==> src/rtl/cdns_ip6185_dll_phy_pkg.sv <==
// Shared types and default constants for the IP6185 DLL PHY lock controller.
package cdns_ip6185_dll_phy_pkg;

  localparam int DEF_CODE_W       = 8;
  localparam int DEF_LOCK_TOGGLES = 4;
  localparam int DEF_FILT_DEPTH   = 4;
  localparam int DEF_LOCK_DRIFT   = 8;

  typedef enum logic [1:0] {
    ST_IDLE   = 2'd0,
    ST_SEARCH = 2'd1,
    ST_TRACK  = 2'd2,
    ST_ERROR  = 2'd3
  } state_e;

  // Signed accumulator must hold +/-depth with headroom for the pre-clear sum.
  function automatic int acc_width(input int depth);
    return $clog2(depth) + 2;
  endfunction

endpackage

==> src/rtl/dll_phy_phase_filter.sv <==
// Tracking filter: integrates phase-detector samples and emits a one-cycle
// inc/dec request when the accumulator reaches +/-FILT_DEPTH.
module dll_phy_phase_filter
  import cdns_ip6185_dll_phy_pkg::*;
#(
  parameter int FILT_DEPTH = DEF_FILT_DEPTH
) (
  input  logic clk_i,
  input  logic rst_i,
  input  logic clear_i,
  input  logic step_i,
  input  logic late_i,
  output logic inc_o,
  output logic dec_o
);

  localparam int ACC_W = acc_width(FILT_DEPTH);
  localparam logic signed [ACC_W-1:0] ONE    = ACC_W'(1);
  localparam logic signed [ACC_W-1:0] POS_TH = ACC_W'(FILT_DEPTH);
  localparam logic signed [ACC_W-1:0] NEG_TH = -POS_TH;

  logic signed [ACC_W-1:0] acc_q, acc_d, acc_sum;

  always_comb begin
    acc_sum = late_i ? (acc_q - ONE) : (acc_q + ONE);
    inc_o   = step_i && !clear_i && (acc_sum == POS_TH);
    dec_o   = step_i && !clear_i && (acc_sum == NEG_TH);
    acc_d   = acc_q;
    if (clear_i) begin
      acc_d = '0;
    end else if (step_i) begin
      acc_d = (inc_o || dec_o) ? '0 : acc_sum;
    end
  end

  always_ff @(posedge clk_i or posedge rst_i) begin
    if (rst_i) acc_q <= '0;
    else       acc_q <= acc_d;
  end

endmodule

==> src/rtl/cdns_ip6185_dll_phy.sv <==
// IP6185 DLL PHY lock controller: linear search to lock, then filtered tracking.
// Optional lock-loss detection in TRACK is enabled by DLL_PHY_LOCK_LOSS_DET_EN.
module cdns_ip6185_dll_phy
  import cdns_ip6185_dll_phy_pkg::*;
#(
  parameter int CODE_W       = DEF_CODE_W,
  parameter int LOCK_TOGGLES = DEF_LOCK_TOGGLES,
`ifdef DLL_PHY_LOCK_LOSS_DET_EN
  parameter int LOCK_DRIFT   = DEF_LOCK_DRIFT,
`endif
  parameter int FILT_DEPTH   = DEF_FILT_DEPTH
) (
  input  logic              clk_i,
  input  logic              rst_i,
  input  logic              enable_i,
  input  logic [CODE_W-1:0] start_code_i,
  input  logic              pd_valid_i,
  input  logic              pd_late_i,
  output logic [CODE_W-1:0] delay_code_o,
  output logic [CODE_W-1:0] lock_code_o,
  output logic              locked_o,
  output logic              error_o,
  output logic [2:0]        state_o
);

  localparam int TOG_W = $clog2(LOCK_TOGGLES + 1);
  localparam logic [CODE_W-1:0] CODE_MAX = {CODE_W{1'b1}};

  state_e            state_q, state_d;
  logic [CODE_W-1:0] code_q, code_d;
  logic [CODE_W-1:0] lock_code_q, lock_code_d;
  logic              locked_q, locked_d;
  logic              error_q, error_d;
  logic [TOG_W-1:0]  tog_q, tog_d;
  logic              dir_late_q, dir_late_d;
  logic              dir_valid_q, dir_valid_d;

  logic              filt_clear, filt_step, filt_inc, filt_dec;
  logic              sat_hit;
  logic [TOG_W-1:0]  tog_rev;

  assign filt_clear = !enable_i || (state_q != ST_TRACK);
  assign filt_step  = enable_i && pd_valid_i && (state_q == ST_TRACK);

  dll_phy_phase_filter #(
    .FILT_DEPTH (FILT_DEPTH)
  ) u_filter (
    .clk_i   (clk_i),
    .rst_i   (rst_i),
    .clear_i (filt_clear),
    .step_i  (filt_step),
    .late_i  (pd_late_i),
    .inc_o   (filt_inc),
    .dec_o   (filt_dec)
  );

`ifdef DLL_PHY_LOCK_LOSS_DET_EN
  logic [CODE_W-1:0] drift;
  assign drift = (code_d >= lock_code_q) ? (code_d - lock_code_q) : (lock_code_q - code_d);
`endif

  always_comb begin
    state_d     = state_q;
    code_d      = code_q;
    lock_code_d = lock_code_q;
    locked_d    = locked_q;
    error_d     = error_q;
    tog_d       = tog_q;
    dir_late_d  = dir_late_q;
    dir_valid_d = dir_valid_q;
    sat_hit     = pd_late_i ? (code_q == '0) : (code_q == CODE_MAX);
    tog_rev     = (dir_valid_q && (pd_late_i != dir_late_q)) ? (tog_q + TOG_W'(1)) : '0;

    if (!enable_i) begin
      state_d  = ST_IDLE;
      locked_d = 1'b0;
      error_d  = 1'b0;
    end else begin
      case (state_q)
        ST_IDLE: begin
          code_d      = start_code_i;
          tog_d       = '0;
          dir_valid_d = 1'b0;
          state_d     = ST_SEARCH;
        end
        ST_SEARCH: begin
          if (pd_valid_i) begin
            if (sat_hit) begin
              error_d = 1'b1;
              state_d = ST_ERROR;
            end else begin
              code_d      = pd_late_i ? (code_q - 1'b1) : (code_q + 1'b1);
              dir_late_d  = pd_late_i;
              dir_valid_d = 1'b1;
              tog_d       = tog_rev;
              if (tog_rev == TOG_W'(LOCK_TOGGLES)) begin
                state_d     = ST_TRACK;
                locked_d    = 1'b1;
                lock_code_d = code_d;
                tog_d       = '0;
              end
            end
          end
        end
        ST_TRACK: begin
          // Saturation clips the code but keeps tracking; the error flag is sticky.
          if (filt_inc) begin
            if (code_q == CODE_MAX) error_d = 1'b1;
            else                    code_d  = code_q + 1'b1;
          end else if (filt_dec) begin
            if (code_q == '0) error_d = 1'b1;
            else              code_d  = code_q - 1'b1;
          end
`ifdef DLL_PHY_LOCK_LOSS_DET_EN
          if ((filt_inc || filt_dec) && (drift > CODE_W'(LOCK_DRIFT))) begin
            locked_d    = 1'b0;
            tog_d       = '0;
            dir_valid_d = 1'b0;
            state_d     = ST_SEARCH;
          end
`endif
        end
        ST_ERROR: begin
          locked_d = 1'b0;
          error_d  = 1'b1;
        end
        default: state_d = ST_IDLE;
      endcase
    end
  end

  always_ff @(posedge clk_i or posedge rst_i) begin
    if (rst_i) begin
      state_q     <= ST_IDLE;
      code_q      <= '0;
      lock_code_q <= '0;
      locked_q    <= 1'b0;
      error_q     <= 1'b0;
      tog_q       <= '0;
      dir_late_q  <= 1'b0;
      dir_valid_q <= 1'b0;
    end else begin
      state_q     <= state_d;
      code_q      <= code_d;
      lock_code_q <= lock_code_d;
      locked_q    <= locked_d;
      error_q     <= error_d;
      tog_q       <= tog_d;
      dir_late_q  <= dir_late_d;
      dir_valid_q <= dir_valid_d;
    end
  end

  assign delay_code_o = code_q;
  assign lock_code_o  = lock_code_q;
  assign locked_o     = locked_q;
  assign error_o      = error_q;
  assign state_o      = {1'b0, state_q};

endmodule

==> config.mk <==
export PLATFORM = sky130hd
export DESIGN_NAME = cdns_ip6185_dll_phy
export DESIGN_NICKNAME = d
export VERILOG_FILES = /design/src/rtl/cdns_ip6185_dll_phy_pkg.sv /design/src/rtl/dll_phy_phase_filter.sv /design/src/rtl/cdns_ip6185_dll_phy.sv
export SDC_FILE = /design/constraint.sdc
export NUM_CORES = 1
export LEC_CHECK = 0
export ABC_AREA = 1
export BUFFER_PORTS_ARGS = -buffer_cell sky130_fd_sc_hd__buf_4
export CAP_MARGIN = 20
export CORE_MARGIN = 5
export CORE_UTILIZATION = 35
export DETAILED_ROUTE_END_ITERATION = 8
export PLACE_DENSITY_LB_ADDON = 0.3
export SLEW_MARGIN = 20
export SYNTH_ARGS = -nofsm -noshare
export SYNTH_HDL_FRONTEND = slang
export SYNTH_SLANG_ARGS = --single-unit
==> constraint.sdc <==
create_clock -name clk_i -period 4.45 [get_ports clk_i]
set_clock_uncertainty 0.2 [all_clocks]
set_input_delay 0.89 -clock clk_i [delete_from_list [all_inputs] [get_ports clk_i]]
set_output_delay 0.89 -clock clk_i [all_outputs]
set_load 0.01 [all_outputs]
==> reports/metrics.cfg <==
[status]
run_status=completed

[floorplan]
initial_core_util=0.366
chipWidth_um=91.9
row_count=29
die_h_um=91.9
core_area_sq_um=6420
fp.dieArea_sq_um=8450
num_io_pins=34

[cts]
clock_insertion_delay_worst_skew_ns=0.28
clock-sinks=29
clk_transition_reported_paths_ns=0.06
cts_buffer_depth=2
cts.root.buffer_cell=sky130_fd_sc_hd__clkbuf_8
cts_bufs_inserted=5
tritoncts=built
postCtsSetupBuffers=0
post_cts.resized_instances=0
number_of_h_tree_levels=2
cts.hold.buffers_added=0

[setup_path]
worst_setup_path_end_kind=flop
timing.critical_path.required_ns=4.42
worstPathMaxFanout=14
crit_path_top_delay_cell=sky130_fd_sc_hd__fa_1
crit_top_cell=sky130_fd_sc_hd__nand2_1
critical_path.endpoint=delay_code_o[6]$_DFFE_PP0P_
worstSetupPathType=primary input to flop
critical_path.reg2reg.endpoint=delay_code_o[6]$_DFFE_PP0P_
ff2ff_path_depth=13
timing.critical_path.from_type=primary input
worst_path_arrival_time_ns=2.77
critical_path.cell_chain=buf_4 -> fa_1 -> nand2_1 -> nand3_2 -> nor2_4 -> nand2_2 -> nand2_1 -> nor2_4 -> nor2_8 -> inv_4 -> nand2_1 -> nand2_1
timing.reg2reg.setup_slack_ns=1.81
max_stage_delay_ns=0.44
worstReg2RegStart=state_q[0]$_DFFE_PP0P_
crit_path_start=pd_late_i

[placed_design]
pre_cts_ws_ns=1.35
area_after_dpl_sq_um=2590
detailed_place_hpwl_mm=4.77
place_congestion=0.936
portBuffers=32
placed_cells=441

[power_and_ir_drop]
share_of_total_power_in_the_clock_network=0.138
pwr-share-seq=0.282
finalPower_mw=1.60
p_sw_frac=0.508
power.combinational.fraction=0.580
switching_power_uw=814
power_per_cell_area_nw_per_um2=599
ir_drop_mv=0.253
p_leak_nw=1.39
internal_power_uw=789

[finish]
fillCellCount=709
final_common_cell=sky130_fd_sc_hd__nand2_1
final_layout_size_suffix_gt1_frac=0.186
syn_to_final_growth_pct=13.9
net_count_reported_at_finish=395
num_antenna_cells=0
combined_area_of_the_multi_input_logic_cells_sq_um=1410
non_filler_instance_count_after_layout=448
finish.instance_area_sq_um=2680
final_cell_mix=sky130_fd_sc_hd__nand2_1 (117), sky130_fd_sc_hd__nand3_1 (52), sky130_fd_sc_hd__buf_4 (32)
layout.area.seq_sq_um=726
postLayoutCoreUtil=0.417

[route]
wl_met1_mm=2.89
final_antenna_net_count=0
met2RoutedLength_mm=2.86
routed.top_layer=met4
first_pass_iters=4
wl_met3_um=316
avgRoutedWirePerCell_um=13.9
route.final.wire_length_mm=6.23
drtIter0Drc=154
dr_total_vias=2275
remaining_drc_errors=0
drt-vias-per-instance=5.08

[timing]
worst-slew-pin-transition_ns=0.639
maxSlewViolCount=0
slew-limit-headroom=0.574
fmax_ghz=0.357
post-route-worst-setup-slack_ns=1.65
timing.final.hold_violations=0
totalNegativeSetupSlack_ns=0
final_period_minus_worst_setup_slack_ns=2.80
grt_setup_unrepaired=false
min_period_over_period=0.630
hold-worst-slack_ns=0.276
finalSetupViolations=0

[min_path]
hp-class=flop to flop
holdPathStages=2

[grt]
antenna_found_initial=0
number_of_global_route_vias_before_repair=2234
grt_start_max_net_pins=30
globalRouteOverflowTotal=0
wire_length_of_the_first_global_routing_pass_mm=10.7
gr-usage-all-layers=0.157

[synthesis]
warning_count_from_the_yosys_run=0
mean_instance_size_in_the_synthesized_netlist_sq_um=6.83
post_synth_inst_count=344
ys_seq_area_frac=0.309
synth_top_area_frac=0.309
synthesis.nets=368
yosys_register_bits=29
yosys.cell_types.count=37
synth_largest_area_cell=sky130_fd_sc_hd__dfrtp_1
synth_top_cells_by_area=sky130_fd_sc_hd__dfrtp_1 (31%), sky130_fd_sc_hd__nand2_1 (19%), sky130_fd_sc_hd__nand3_1 (11%)
synth_area_sq_um=2350

[job]
max_cap_violations=0

-- state kept, by name, indices dropped and copies added, names as in the netlist --
name and flops:
state_q 2, locked_o 1, delay_code_o 8, tog_q 3, dir_late_q 1, dir_valid_q 1
error_o 1, u_filter.acc_q 4, lock_code_o 8
-- critical path: cells and delay by family --
kind | cells | cell delay [ns]
buf+inv | 2 | 0.25
fa+ha+maj | 1 | 0.44
simple gates | 9 | 1.18
-- worst min-delay path by stage --
stage / from / to / slack, ns
after detailed placement: lock_code_o[1]$_DFFE_PP0P_ / lock_code_o[1]$_DFFE_PP0P_ / 0.27
after global routing: lock_code_o[3]$_DFFE_PP0P_ / lock_code_o[3]$_DFFE_PP0P_ / 0.30
after global placement: error_o$_DFFE_PP0P_ / error_o$_DFFE_PP0P_ / 0.26
final: lock_code_o[6]$_DFFE_PP0P_ / lock_code_o[6]$_DFFE_PP0P_ / 0.28
after floorplan: dir_valid_q$_DFFE_PP0P_ / dir_valid_q$_DFFE_PP0P_ / 0.24
after CTS: lock_code_o[1]$_DFFE_PP0P_ / lock_code_o[1]$_DFFE_PP0P_ / 0.28
-- synth_stat cells (all sizes together) --
library cell and number:
nor3 1, inv 30, nand3 54, clkbuf 3, nor2 31, nand3b 1
o22ai 1, fa 1, ha 10, nand4 6, xor2 3, a32o 1
xnor2 1, and2 2, or2 8, dfrtp 29, o21ai 17, conb 1
a21oi 8, clkinv 1, o211ai 1, nand2 124, a22o 1, buf 9
-- routing by layer --
metal,vias to the layer above,global-route usage
met1,1037,0.202
met5,-,0
met3,16,0.0319
li1,1162,-
met2,60,0.254
met4,0,0.0705
-- cell families after synthesis --
| family | after synthesis | share of synthesized area |
|---|---|---|
| compound gates | 29 | 0.0677 |
| xor+xnor | 4 | 0.0149 |
| fa+ha+maj | 11 | 0.0618 |
| buf+inv | 43 | 0.0916 |
| flops | 29 | 0.309 |
| other cells | 1 | 0.00160 |
| simple gates | 227 | 0.453 |
-- power by group through the flow --
stage / sequential (mW) / combinational (mW) / clock, mW
after floorplan: 0.410 / 0.696 / 0
after global placement: 0.456 / 0.929 / 0
after detailed placement: 0.454 / 0.929 / 0
after CTS: 0.450 / 0.931 / 0.232
after global routing: 0.463 / 1.05 / 0.239
final: 0.452 / 0.930 / 0.222
-- cell type report --
type,count,share of cell area
multi-input cells,272,0.526
clock buffers,7,0.0323
repair buffers,32,0.0898
flip-flops and latches,29,0.271
inverters,31,0.0444
well taps,77,0.0360
Power figures use the tool's default switching activity.
